--- src/rtl/ccta_sched_pkg.sv ---
// Shared types and widths for the CCTA datapath scheduler.
package ccta_sched_pkg;

    typedef enum logic [1:0] {
        ST_IDLE    = 2'd0,
        ST_ISSUE   = 2'd1,
        ST_CAPTURE = 2'd2,
        ST_RESP    = 2'd3
    } state_e;

    localparam int OPW = 4;
    localparam int QW  = 5;

endpackage

--- src/rtl/ccta_sched_rr_arbiter.sv ---
// Combinational round-robin arbiter: first valid requester at or above the
// pointer, wrapping modulo NREQ.
module rr_arbiter #(
    parameter int NREQ = 2,
    parameter int IDW  = 2
) (
    input  logic [NREQ-1:0] valid_i,
    input  logic [IDW-1:0]  ptr_i,
    output logic [NREQ-1:0] grant_oh_o,
    output logic [IDW-1:0]  grant_idx_o,
    output logic            any_grant_o
);

    always_comb begin
        grant_oh_o  = '0;
        grant_idx_o = '0;
        any_grant_o = 1'b0;
        // k is the scan distance from the pointer; j is the matching requester
        for (int k = 0; k < NREQ; k++) begin
            for (int j = 0; j < NREQ; j++) begin
                if (!any_grant_o && valid_i[j] && (j == (int'(ptr_i) + k) % NREQ)) begin
                    grant_oh_o[j] = 1'b1;
                    grant_idx_o   = IDW'(j);
                    any_grant_o   = 1'b1;
                end
            end
        end
    end

endmodule

--- src/rtl/ccta_sched.sv ---
// Schedules one shared CCTA instance between NREQ requesters: arbitrate,
// hold operands for SETTLE_CYC cycles, capture q and return it tagged with the ID.
module ccta_sched
    import ccta_sched_pkg::*;
#(
    parameter int NREQ       = 2,
    parameter int SETTLE_CYC = 1,
    parameter int IDW        = 2
) (
    input  logic              clk,
    input  logic              rst_n,
    input  logic [NREQ-1:0]   req_valid,
    output logic [NREQ-1:0]   req_ready,
    input  logic [OPW*NREQ-1:0] req_a,
    input  logic [OPW*NREQ-1:0] req_b,
    input  logic [OPW*NREQ-1:0] req_c,
    input  logic [NREQ-1:0]   req_ctrl,
    output logic [OPW-1:0]    ccta_a,
    output logic [OPW-1:0]    ccta_b,
    output logic [OPW-1:0]    ccta_c,
    output logic              ccta_ctrl,
    output logic              ccta_rst,
    input  logic [QW-1:0]     ccta_q,
    output logic              rsp_valid,
    input  logic              rsp_ready,
    output logic [QW-1:0]     rsp_q,
    output logic [IDW-1:0]    rsp_id,
    output logic              busy
);

    localparam logic [2:0] CNT_LD = 3'(SETTLE_CYC - 1);

    state_e           state_q, state_d;
    logic [IDW-1:0]   ptr_q, ptr_d;
    logic [2:0]       cnt_q, cnt_d;
    logic [IDW-1:0]   id_q, id_d;
    logic [OPW-1:0]   a_q, a_d, b_q, b_d, c_q, c_d;
    logic             ctrl_q, ctrl_d;
    logic             rsp_valid_q, rsp_valid_d;
    logic [QW-1:0]    rsp_q_q, rsp_q_d;
    logic [IDW-1:0]   rsp_id_q, rsp_id_d;
    logic             ccta_rst_q;

    logic [NREQ-1:0]  grant_oh;
    logic [IDW-1:0]   grant_idx;
    logic             any_grant;
    logic [OPW-1:0]   a_sel, b_sel, c_sel;
    logic             ctrl_sel;
    logic             arb_en;

    rr_arbiter #(.NREQ(NREQ), .IDW(IDW)) u_arb (
        .valid_i     (req_valid),
        .ptr_i       (ptr_q),
        .grant_oh_o  (grant_oh),
        .grant_idx_o (grant_idx),
        .any_grant_o (any_grant)
    );

    assign arb_en    = (state_q == ST_IDLE) && !ccta_rst_q;
    assign req_ready = arb_en ? grant_oh : '0;

    always_comb begin
        a_sel    = '0;
        b_sel    = '0;
        c_sel    = '0;
        ctrl_sel = 1'b0;
        for (int j = 0; j < NREQ; j++) begin
            if (grant_oh[j]) begin
                a_sel    = req_a[j*OPW +: OPW];
                b_sel    = req_b[j*OPW +: OPW];
                c_sel    = req_c[j*OPW +: OPW];
                ctrl_sel = req_ctrl[j];
            end
        end
    end

    always_comb begin
        state_d     = state_q;
        ptr_d       = ptr_q;
        cnt_d       = cnt_q;
        id_d        = id_q;
        a_d         = a_q;
        b_d         = b_q;
        c_d         = c_q;
        ctrl_d      = ctrl_q;
        rsp_valid_d = rsp_valid_q;
        rsp_q_d     = rsp_q_q;
        rsp_id_d    = rsp_id_q;
        case (state_q)
            ST_IDLE: begin
                if (arb_en && any_grant) begin
                    a_d     = a_sel;
                    b_d     = b_sel;
                    c_d     = c_sel;
                    ctrl_d  = ctrl_sel;
                    id_d    = grant_idx;
                    ptr_d   = (grant_idx == IDW'(NREQ - 1)) ? '0 : grant_idx + 1'b1;
                    cnt_d   = CNT_LD;
                    state_d = ST_ISSUE;
                end
            end
            ST_ISSUE: begin
                if (cnt_q == 3'd0) state_d = ST_CAPTURE;
                else               cnt_d   = cnt_q - 3'd1;
            end
            ST_CAPTURE: begin
                rsp_q_d     = ccta_q;
                rsp_valid_d = 1'b1;
                rsp_id_d    = id_q;
                // Operands are don't-care to the CCTA from here; zero them for determinism
                a_d         = '0;
                b_d         = '0;
                c_d         = '0;
                ctrl_d      = 1'b0;
                state_d     = ST_RESP;
            end
            ST_RESP: begin
                if (rsp_ready) begin
                    rsp_valid_d = 1'b0;
                    state_d     = ST_IDLE;
                end
            end
            default: state_d = ST_IDLE;
        endcase
    end

    always_ff @(posedge clk or negedge rst_n) begin
        if (!rst_n) begin
            state_q     <= ST_IDLE;
            ptr_q       <= '0;
            cnt_q       <= '0;
            id_q        <= '0;
            a_q         <= '0;
            b_q         <= '0;
            c_q         <= '0;
            ctrl_q      <= 1'b0;
            rsp_valid_q <= 1'b0;
            rsp_q_q     <= '0;
            rsp_id_q    <= '0;
            ccta_rst_q  <= 1'b1;
        end else begin
            state_q     <= state_d;
            ptr_q       <= ptr_d;
            cnt_q       <= cnt_d;
            id_q        <= id_d;
            a_q         <= a_d;
            b_q         <= b_d;
            c_q         <= c_d;
            ctrl_q      <= ctrl_d;
            rsp_valid_q <= rsp_valid_d;
            rsp_q_q     <= rsp_q_d;
            rsp_id_q    <= rsp_id_d;
            ccta_rst_q  <= 1'b0;
        end
    end

    assign ccta_a    = a_q;
    assign ccta_b    = b_q;
    assign ccta_c    = c_q;
    assign ccta_ctrl = ctrl_q;
    assign ccta_rst  = ccta_rst_q;
    assign rsp_valid = rsp_valid_q;
    assign rsp_q     = rsp_q_q;
    assign rsp_id    = rsp_id_q;
    assign busy      = (state_q != ST_IDLE);

endmodule

--- config.mk ---
export PLATFORM = sky130hd
export DESIGN_NAME = ccta_sched
export DESIGN_NICKNAME = d
export VERILOG_FILES = /design/src/rtl/ccta_sched_pkg.sv /design/src/rtl/ccta_sched_rr_arbiter.sv /design/src/rtl/ccta_sched.sv
export SDC_FILE = /design/constraint.sdc
export NUM_CORES = 1
export LEC_CHECK = 0
export CAP_MARGIN = 20
export CORE_MARGIN = 2
export CORE_UTILIZATION = 45
export CTS_CLUSTER_DIAMETER = 80
export CTS_CLUSTER_SIZE = 8
export DETAILED_ROUTE_END_ITERATION = 7
export PLACE_DENSITY = 0.79
export SETUP_SLACK_MARGIN = 0.3
export SLEW_MARGIN = 20
export SYNTH_ARGS = -nofsm -noshare
export SYNTH_HDL_FRONTEND = slang
export SYNTH_HIERARCHICAL = 1
export SYNTH_SLANG_ARGS = --single-unit
--- constraint.sdc ---
create_clock -name clk -period 4.8 [get_ports clk]
set_input_delay 0.72 -clock clk [delete_from_list [all_inputs] [get_ports clk]]
set_output_delay 0.72 -clock clk [all_outputs]
set_load 0.1 [all_outputs]
==> qor.csv <==
metric;value;unit
status;finished, final reports clean;
headroom to the max-slew limit;34.5;%
Storage cell area;752;um^2
slowest cell on the critical path;clkdlybuf4s50_1;
Critical Path AT;2430;ps
RSZ-0062 raised after global routing;false;
IR drop worst, VDD;0.000493;V
Cell Chain, Critical Path;inv_1 -> ha_1 -> inv_2 -> clkdlybuf4s50_1;
Post-Route WL;3.58;mm
worst-margin pin slew;979;ps
total CTS buffers;5;
Final GP Congestion;0.800;
Post-DP HPWL;2.71;mm
vias in the first global route;1348;
core outline area;3280;um^2
PwrDens;745;nW/um^2
Layout Cells excl Fill;251;
Worst-Skew Late Latency;330;ps
min Tclk post-route;3150;ps
Setup TNS;0;ps
final core utilization;67.3;%
die area;3870;um^2
type of the worst setup path;reg -> out;
leak pwr;0.000931;uW
Slew Limit Fails;0;
Mapped Nets;185;
maximum root-to-sink buffer count;2;
CTS tree;yes;
final hold violations;0;
HP Class;reg -> reg;
Worst Path Required;4080;ps
Port Buffers;60;
CP Launch Type;register;
n_diodes;0;
Post-DRT Antenna Nets;0;
Multi-input gate area;699;um^2
maximum clock frequency;318;MHz
Slowest Stage Delay on Critical Path;1150;ps
Post-Syn Area per Cell;10.7;um^2
GRT Total Usage;20.3;%
Nets;247;
Critical Path Fanout Max;6;
R2R cell count;6;
Resize count post-CTS;0;
DR WL/cell;14.2;um
initial core utilization;46.5;%
DRC Markers;0;
drt pass-1 iters;4;
CTS H-tree lvls;2;
die width;62.2;um
mapped cell area;1530;um^2
Cells after DPL;243;
Area Overhead vs Synth;44.8;%
Ports;61;
DR vias;1290;
max-cap violation count;0;
clock sinks;30;
hold path cells;2;
Syn Inst Count;142;
Iter 0 DRT Violations;36;
post-CTS repair timing setup buffer count;0;
cts hold-fix bufs;0;
period utilisation layout;65.6;%
DR vias/cell;5.14;
global-route wire length before repair;6.21;mm
Setup crit end kind;output port;
total power;1650;uW
CTS Root Cell;clkbuf_4;
# setup viols final;0;
DIE HEIGHT;62.2;um
Fillers;257;
Layout Skew;2.41;ps
layout cells sized above 1;14.6;%
row count;21;
grt ovf;0;
Ys Warns;6;
largest net degree at the start of global routing;31;
clock slew at reported path FFs;90;ps
initial antenna violation count;0;
## layer usage
layer	vias to the layer above	GRT usage [%]	part of all wire (%)
met4	0	6.67	1.9
met3	9	6.16	7.2
met2	53	35.1	49
met1	613	24.2	42
met5	-	0	0
li1	615	-	-
## path summary, 6_finish.rpt
kind / start / slack, ps / to
min in group asynchronous: rst_n / 780 / ccta_b[1]
max reg2reg: ptr_q[0] / 2930 / ccta_c[3]
max: state_q[0] / 1650 / busy
min: ccta_c[2] / 500 / ccta_c[2]
min reg2reg: ccta_c[2] / 500 / ccta_c[2]
max in group asynchronous: rst_n / 3710 / ccta_rst
## placed cells by master, fill, tap and decap left out, types with 2 or more instances in the layout
cell type         n
clkbuf_4          5
nand3_1           2
buf_4             4
ha_1              7
o21ai_0           6
clkdlybuf4s50_1  58
mux2_2           10
o21ai_1           9
dfrtp_1          29
nor3b_1           3
nor2_1            6
nand2_1          19
a21oi_1           2
conb_1            2
a21boi_1          3
inv_1             7
a22oi_1          12
## sequential cells by signal, indices dropped and copies added, names as in the netlist, 2 cells and up
| signal | flops |
|---|---|
| state_q | 2 |
| rsp_q | 5 |
| id_q | 2 |
| ccta_a | 4 |
| ccta_c | 4 |
| ccta_b | 4 |
| cnt_q | 3 |
| rsp_id | 2 |
## cell type report
| type | count | area share, % |
|---|---|---|
| multi-input combinational | 97 | 31.7 |
| clock buffer | 7 | 2.49 |
| tap | 46 | 2.60 |
| timing repair buffer | 62 | 27.6 |
| inverter | 8 | 1.36 |
| clock inverter | 1 | 0.227 |
| sequential | 30 | 34.0 |
## worst max-delay path: cells and delay by family, from the launching register on
kind	cells	cell delay, ps
adder cells (fa/ha/maj)	1	310
flip-flops	1	390
buffers and inverters	3	1410
## through the flow
stage | worst slack, ps | instance area, um^2 | hold WS [ps]
2_1_floorplan | 479 | 1530 | 424
3_3_place_gp | 1950 | 2150 | 462
3_5_place_dp | 1880 | 2150 | 480
4_1_cts | 1640 | 2210 | 503
5_1_grt | 1530 | 2210 | 523
6_report | 1650 | 2210 | 498
## report_power, final
| part | internal, uW | switching [uW] | total, uW |
|---|---|---|---|
| logic | 291 | 801 | 1090 |
| clock network | 70.9 | 83.2 | 154 |
| registers | 348 | 52.1 | 400 |
| total | 710 | 937 | 1650 |
(Power assumes the default switching activity.)
